## src/rtl/calc_pkg.sv

```systemverilog
// Shared definitions for the accumulator-calculator command path.
// Contents:
//   OP_*      4-bit calculator opcodes, OP_NOP (0) through OP_NOT (15)
//   ERR_*     2-bit response error codes
//   state_t   command issuer FSM states
//   map_error converts the raw calculator error flags to a response code
//   is_halting true for the response codes that stop the command stream
package calc_pkg;

   localparam logic [3:0] OP_NOP     = 4'd0;
   localparam logic [3:0] OP_RESET   = 4'd1;
   localparam logic [3:0] OP_LOAD    = 4'd2;
   localparam logic [3:0] OP_ILLEGAL = 4'd3;
   localparam logic [3:0] OP_ADD     = 4'd4;
   localparam logic [3:0] OP_SUB     = 4'd5;
   localparam logic [3:0] OP_MUL     = 4'd6;
   localparam logic [3:0] OP_DIV     = 4'd7;
   localparam logic [3:0] OP_MOD     = 4'd8;
   localparam logic [3:0] OP_AND     = 4'd9;
   localparam logic [3:0] OP_OR      = 4'd10;
   localparam logic [3:0] OP_XOR     = 4'd11;
   localparam logic [3:0] OP_SHL     = 4'd12;
   localparam logic [3:0] OP_SHR     = 4'd13;
   localparam logic [3:0] OP_NEG     = 4'd14;
   localparam logic [3:0] OP_NOT     = 4'd15;

   localparam logic [1:0] ERR_OK       = 2'b00;
   localparam logic [1:0] ERR_OVERFLOW = 2'b01;
   localparam logic [1:0] ERR_DIV_ZERO = 2'b10;
   localparam logic [1:0] ERR_ILLEGAL  = 2'b11;

   typedef enum logic [2:0] {
      IDLE,
      ISSUE,
      WAIT,
      RESP,
      HALT
   } state_t;

   // Divide-by-zero wins if the calculator ever flags both bits at once,
   // so a raw 11 can never be mistaken for the illegal-opcode code.
   function automatic logic [1:0] map_error(input logic [1:0] calc_err);
      if (calc_err[1]) return ERR_DIV_ZERO;
      if (calc_err[0]) return ERR_OVERFLOW;
      return ERR_OK;
   endfunction

   function automatic logic is_halting(input logic [1:0] rsp_err);
      return (rsp_err == ERR_OVERFLOW) || (rsp_err == ERR_DIV_ZERO);
   endfunction

endpackage

```

## src/rtl/calc_cmd_fifo.sv

```systemverilog
// Command FIFO for the calculator issuer.
// Ports:
//   clk, rst_n   clock and asynchronous active-low reset
//   push, wdata  write request and entry; ignored while full
//   pop          read request; ignored while empty
//   rdata        head entry (registered storage, no write-to-read bypass)
//   full, empty  status flags decoded from the registered pointers
module calc_cmd_fifo #(
   parameter int DEPTH = 8,
   parameter int WIDTH = 20
) (
   input  logic             clk,
   input  logic             rst_n,
   input  logic             push,
   input  logic [WIDTH-1:0] wdata,
   input  logic             pop,
   output logic [WIDTH-1:0] rdata,
   output logic             full,
   output logic             empty
);

   localparam int AW = $clog2(DEPTH);

   logic [WIDTH-1:0] mem [DEPTH];
   logic [AW:0]      wr_ptr;
   logic [AW:0]      rd_ptr;
   logic             do_push;
   logic             do_pop;

   // The extra top bit distinguishes full from empty when the indexes match.
   assign empty   = (wr_ptr == rd_ptr);
   assign full    = (wr_ptr[AW] != rd_ptr[AW]) && (wr_ptr[AW-1:0] == rd_ptr[AW-1:0]);
   assign rdata   = mem[rd_ptr[AW-1:0]];
   assign do_push = push && !full;
   assign do_pop  = pop && !empty;

   always_ff @(posedge clk or negedge rst_n) begin
      if (!rst_n) begin
         wr_ptr <= '0;
         rd_ptr <= '0;
      end else begin
         if (do_push) wr_ptr <= wr_ptr + 1'b1;
         if (do_pop)  rd_ptr <= rd_ptr + 1'b1;
      end
   end

   // Storage needs no reset; the pointers alone define which entries are live.
   always_ff @(posedge clk) begin
      if (do_push) mem[wr_ptr[AW-1:0]] <= wdata;
   end

endmodule

```

## src/rtl/calc_cmd_issuer.sv

```systemverilog
// Drives queued (opcode, operand) commands onto the accumulator calculator
// one at a time and returns each result on a valid/ready response channel.
// Ports:
//   Clk, Rst_n                  clock and asynchronous active-low reset
//   CmdValid/CmdReady/CmdOp/CmdData   command input channel into the FIFO
//   OpCode, InputA              registered drive of the calculator inputs
//   Error, Result               calculator error flags and accumulator value
//   RspValid/RspReady/RspOp/RspData/RspErr   response channel
//   ClearHalt, Halted           leave / report the post-error halt
//   Busy                        state not IDLE or commands still queued
module calc_cmd_issuer
   import calc_pkg::*;
#(
   parameter int DEPTH = 8
) (
   input  logic        Clk,
   input  logic        Rst_n,
   input  logic        CmdValid,
   output logic        CmdReady,
   input  logic [3:0]  CmdOp,
   input  logic [15:0] CmdData,
   output logic [3:0]  OpCode,
   output logic [15:0] InputA,
   input  logic [1:0]  Error,
   input  logic [31:0] Result,
   output logic        RspValid,
   input  logic        RspReady,
   output logic [3:0]  RspOp,
   output logic [31:0] RspData,
   output logic [1:0]  RspErr,
   input  logic        ClearHalt,
   output logic        Halted,
   output logic        Busy
);

   state_t      state;
   logic [1:0]  pend_err;
   logic        fifo_full;
   logic        fifo_empty;
   logic [19:0] head;
   logic [3:0]  head_op;
   logic [15:0] head_data;
   logic        rsp_hs;
   logic        pop;

   calc_cmd_fifo #(
      .DEPTH (DEPTH),
      .WIDTH (20)
   ) u_fifo (
      .clk   (Clk),
      .rst_n (Rst_n),
      .push  (CmdValid),
      .wdata ({CmdOp, CmdData}),
      .pop   (pop),
      .rdata (head),
      .full  (fifo_full),
      .empty (fifo_empty)
   );

   assign head_op   = head[19:16];
   assign head_data = head[15:0];
   assign CmdReady  = !fifo_full;
   assign Busy      = (state != IDLE) || !fifo_empty;
   assign rsp_hs    = RspValid && RspReady;

   // A new command is taken from IDLE, or straight out of RESP when the
   // answered command did not trip a halt, which gives one command per 3 cycles.
   assign pop = !fifo_empty &&
                ((state == IDLE) || ((state == RESP) && rsp_hs && !is_halting(RspErr)));

   // The state transitions come first; the pop handling at the bottom then
   // overrides the destination whenever a command is taken from the FIFO.
   // Illegal opcodes are answered immediately and never reach OpCode.
   always_ff @(posedge Clk or negedge Rst_n) begin
      if (!Rst_n) begin
         state    <= IDLE;
         OpCode   <= OP_NOP;
         InputA   <= '0;
         pend_err <= ERR_OK;
         RspValid <= 1'b0;
         RspOp    <= '0;
         RspData  <= '0;
         RspErr   <= ERR_OK;
         Halted   <= 1'b0;
      end else begin
         case (state)
            IDLE: begin
               OpCode <= OP_NOP;
            end
            ISSUE: begin
               pend_err <= map_error(Error);
               OpCode   <= OP_NOP;
               InputA   <= '0;
               state    <= WAIT;
            end
            WAIT: begin
               RspData  <= Result;
               RspErr   <= pend_err;
               RspValid <= 1'b1;
               state    <= RESP;
            end
            RESP: begin
               if (rsp_hs) begin
                  RspValid <= 1'b0;
                  if (is_halting(RspErr)) begin
                     state  <= HALT;
                     Halted <= 1'b1;
                  end else begin
                     state <= IDLE;
                  end
               end
            end
            HALT: begin
               OpCode <= OP_NOP;
               if (ClearHalt) begin
                  Halted <= 1'b0;
                  state  <= IDLE;
               end
            end
            default: begin
               state <= IDLE;
            end
         endcase

         if (pop) begin
            RspOp <= head_op;
            if (head_op == OP_ILLEGAL) begin
               RspValid <= 1'b1;
               RspErr   <= ERR_ILLEGAL;
               RspData  <= Result;
               state    <= RESP;
            end else begin
               OpCode <= head_op;
               InputA <= head_data;
               state  <= ISSUE;
            end
         end
      end
   end

endmodule

```

## config.mk

```make
export PLATFORM = sky130hd
export DESIGN_NAME = calc_cmd_issuer
export DESIGN_NICKNAME = d
export VERILOG_FILES = /design/src/rtl/calc_pkg.sv /design/src/rtl/calc_cmd_fifo.sv /design/src/rtl/calc_cmd_issuer.sv
export SDC_FILE = /design/constraint.sdc
export NUM_CORES = 1
export LEC_CHECK = 0
export CAP_MARGIN = 40
export CORE_UTILIZATION = 55
export CTS_CLUSTER_SIZE = 24
export DETAILED_ROUTE_END_ITERATION = 10
export PLACE_DENSITY = 0.8
export SLEW_MARGIN = 20
export SYNTH_ARGS = -nofsm -noshare
export SYNTH_HDL_FRONTEND = slang
export SYNTH_SLANG_ARGS = --single-unit
```

## constraint.sdc

```tcl
create_clock -name Clk -period 4.5 [get_ports Clk]
set_input_delay 0.675 -clock Clk [delete_from_list [all_inputs] [get_ports Clk]]
set_output_delay 0.675 -clock Clk [all_outputs]
set_load 0.05 [all_outputs]
```

==> flow_summary.rst <==
.. list-table::
   :header-rows: 1

   * - Metric
     - Value
   * - Number of nets still failing antenna checks after routing
     - 0
   * - Clk Latency, worst-skew pair
     - 500 ps
   * - Final setup skew
     - a little under 7 ps
   * - Cell with the biggest individual delay on the critical path
     - dfrtp_1
   * - Setup Fix Bufs, Post-CTS
     - 0
   * - Standby leakage power
     - 4.20 nW
   * - I/O pin count
     - ~120
   * - Most common cell after layout, fill and taps aside
     - edfxtp_1
   * - Root buffer cell
     - clkbuf_16
   * - Die boundary height
     - 131 um
   * - Warning count from the yosys run
     - 0
   * - Hold Buf Count CTS
     - 0
   * - Critical path arrival
     - approximately 3000 ps
   * - Largest stage delay on the critical path
     - 880 ps
   * - Horizontal die dimension
     - 131 um
   * - Core box area
     - 16100 um^2
   * - Detailed placement HPWL
     - 11.0 mm
   * - First-pass GRT wire length
     - 27.4 mm
   * - Worst setup slack after placement
     - between 1000 and 1500 ps
   * - CP delay by family, top
     - flip-flops
   * - Setup crit start kind
     - flip-flop
   * - Crit Path Max Fanout
     - 13
   * - Total nets after synthesis
     - 533
   * - Final hold violations
     - 0
   * - Starting DRT DRC Count
     - 298
   * - RePlAce Congestion
     - around 0.73
   * - Mapped Avg Cell Area
     - 19.4 um^2
   * - Vias in the first global route
     - between 4k and 5k
   * - Via density per instance
     - 5.72
   * - Routed Wire Length
     - roughly 18 mm
   * - Longest Clk Path Bufs
     - 3
   * - Number of antenna violations at the first check in global routing
     - 0
   * - Largest voltage drop on the vdd net
     - between 0.0004 and 0.0005 V
   * - Slew of the pin with the lowest slew margin
     - 826 ps
   * - Synth Register Bits
     - 233
   * - Setup violation total in the final timing report
     - 0
   * - Die outline area
     - about 17000 um^2
   * - DRC viols
     - 0
   * - Worst Setup Path Type
     - reg2out
   * - Max Freq
     - 272 MHz
   * - Hold crit path type
     - in2async
   * - Gr usage total
     - 21.9%
   * - Number of buffer and inverter stages on the critical path
     - 1
   * - Cell Chain, Critical Path
     - xor2_1 > or4b_2 > clkdlybuf4s50_1
   * - Number of buffers added by the clock tree synthesis step
     - 23
   * - Number of antenna diodes
     - 0
   * - Number of search-and-repair iterations in the first detailed-routing pass
     - 5
   * - Detail-routed net length per standard cell
     - approximately 22 um
   * - Leading cell types in the layout, fill and taps excluded
     - edfxtp_1, clkdlybuf4s50_1, dfrtp_1
   * - Relative max-transition margin
     - 44.9%
   * - Site row count
     - 46
   * - Synthesized netlist cell count
     - 472
   * - Tcrit/Tclk final
     - 81.7%
   * - Crit end category
     - output port
   * - PD cells
     - 437 nW/um^2
   * - CTS H-Tree Depth
     - 1
   * - CTS tree
     - built
   * - Final WS setup
     - 822 ps
   * - Fraction of layout cells with a size suffix above 1
     - roughly 24%
   * - Summed negative setup slack over all endpoints
     - 0 ps
   * - Critical path data required time
     - 3830 ps
   * - Starting utilization of the core area
     - 57.1%
   * - Shortest period the worst path allows
     - approximately 3700 ps
   * - Max-capacitance violation count
     - 0
   * - Register area share after synthesis
     - 72.4%
   * - Layout Area Growth over Synthesis
     - 23.7%
   * - Final number of max-transition violations
     - 0
   * - Post-synthesis cell area
     - 9170 um^2
   * - RSZ-0062 raised after global routing
     - false
   * - DR vias
     - between 4k and 5k
   * - Number of instances resized during post-cts repair
     - 0
   * - Outcome
     - complete, no violations
   * - Pin count of the biggest net entering global routing
     - between 40 and 50
   * - Unique cell type count in the Yosys netlist
     - 35
   * - Number of nets at the end of the flow
     - between 600 and 700
   * - Count of clock tree sinks
     - 233
   * - Number of buffers inserted by port buffering
     - 120
   * - Global route total overflow
     - 0
   * - Clock-pin slew of the registers on the worst-case setup and hold paths
     - roughly 60 ps
## metrics by stage
step	hold slack [ps]	total power [mW]	instance area [um^2]	utilization (%)	std cells
final	109	4.95	11300	70.6	840
after global routing	134	5.12	11300	70.6	840
after CTS	114	4.99	11300	70.6	840
after detailed placement	467	3.12	10600	66.0	799
after global placement	464	3.09	10600	65.9	798
after floorplan	379	2.88	9170	-	472
## layer usage
metal | vias up | GRT usage [%] | wire [um]
met5 | - | 0 | 0
met4 | 0 | 5.41 | 246
met3 | 22 | 3.86 | 1750
met2 | 237 | 38.4 | 8980
met1 | 2420 | 28.6 | 7370
li1 | 2123 | - | -
## power breakdown
group          internal [mW]  switching (mW)
combinational          0.172           0.273
sequential              2.55          0.0772
clock                   1.11           0.770
## final timing paths
kind                                   from     endpoint  slack (ps)  cells after the start
setup / recovery           u_fifo.rd_ptr[2]     CmdReady         820                      3
hold / removal                        Rst_n  RspData[14]         110                      1
setup reg to reg           u_fifo.rd_ptr[0]  RspData[30]        1100                      8
hold reg to reg                    RspOp[2]     RspOp[2]         480                      1
max in group asynchronous             Rst_n    InputA[7]        3820                      2
min in group Clk                   RspOp[2]     RspOp[2]         480                      1
## worst reg2reg max path, delay by kind of cell, from the launching register on
kind	cells	cell delay, ps
AOI/OAI and AO/OA	1	80
buffers and inverters	3	1050
DFF	1	480
muxes	3	1200
and+or+nand+nor	1	460
## sequential cells by signal, indices dropped and copies added (netlist names)
signal,flops
OpCode,4
RspOp,4
RspErr,2
RspData,32
state,3
RspValid,1
pend_err,2
Halted,1
u_fifo.mem,160
InputA,16
u_fifo.wr_ptr,4
u_fifo.rd_ptr,4
## cell type report
| cell class | count | area [um^2] |
|---|---|---|
| Sequential cell | 233 | 6630 |
| Fill cell | 966 | 4720 |
| Multi-Input combinational cell | 214 | 2360 |
| Timing Repair Buffer | 136 | 1340 |
| Clock buffer | 27 | 591 |
| Tap cell | 216 | 270 |
| Clock inverter | 14 | 144 |
## logic make-up (layout without fill, tap and decap cells)
kind of cell	count (synthesis)	after routing	share of synthesized area [%]
muxes	98	98	17.9
xor gates and xnor gates	11	11	1.05
DFF	233	233	72.4
AOI/OAI and AO/OA	33	33	2.81
buffers and inverters	25	177	1.98
and+or+nand+nor	70	70	3.67
adders and majority gates	2	2	0.273
## Yosys cell counts
| cell | n | area (um^2) |
|---|---|---|
| buf_2 | 13 | 65.1 |
| a31o_2 | 18 | 158 |
| a21o_1 | 3 | 22.5 |
| nor3_1 | 20 | 100 |
| and3_1 | 1 | 6.26 |
| and4bb_1 | 1 | 12.5 |
| nand4_1 | 1 | 6.26 |
| a31oi_1 | 1 | 6.26 |
| or2_2 | 2 | 12.5 |
| nand2_1 | 22 | 82.6 |
| buf_1 | 3 | 11.3 |
| o21ai_0 | 7 | 35.0 |
| mux2_4 | 30 | 450 |
| a21oi_1 | 1 | 5.00 |
| o21a_1 | 1 | 7.51 |
| xor2_1 | 5 | 43.8 |
| nor2b_1 | 1 | 6.26 |
| edfxtp_1 | 160 | 4800 |
| dfrtp_1 | 73 | 1830 |
| nor2_1 | 12 | 45.0 |
| mux2_2 | 4 | 45.0 |
| clkbuf_1 | 3 | 11.3 |
| mux2i_1 | 24 | 240 |
| a211oi_1 | 1 | 7.51 |
| buf_12 | 3 | 60.1 |
| mux4_2 | 40 | 901 |
| nand3b_1 | 1 | 7.51 |
| ha_1 | 2 | 25.0 |
| nand3_1 | 2 | 10.0 |
| or4b_2 | 1 | 10.0 |
| nor4_1 | 1 | 6.26 |
| a21oi_4 | 1 | 16.3 |
| xnor2_1 | 6 | 52.6 |
| buf_6 | 3 | 33.8 |
| nand2b_1 | 5 | 31.3 |
No activity file was read; power rests on OpenSTA's default activity.
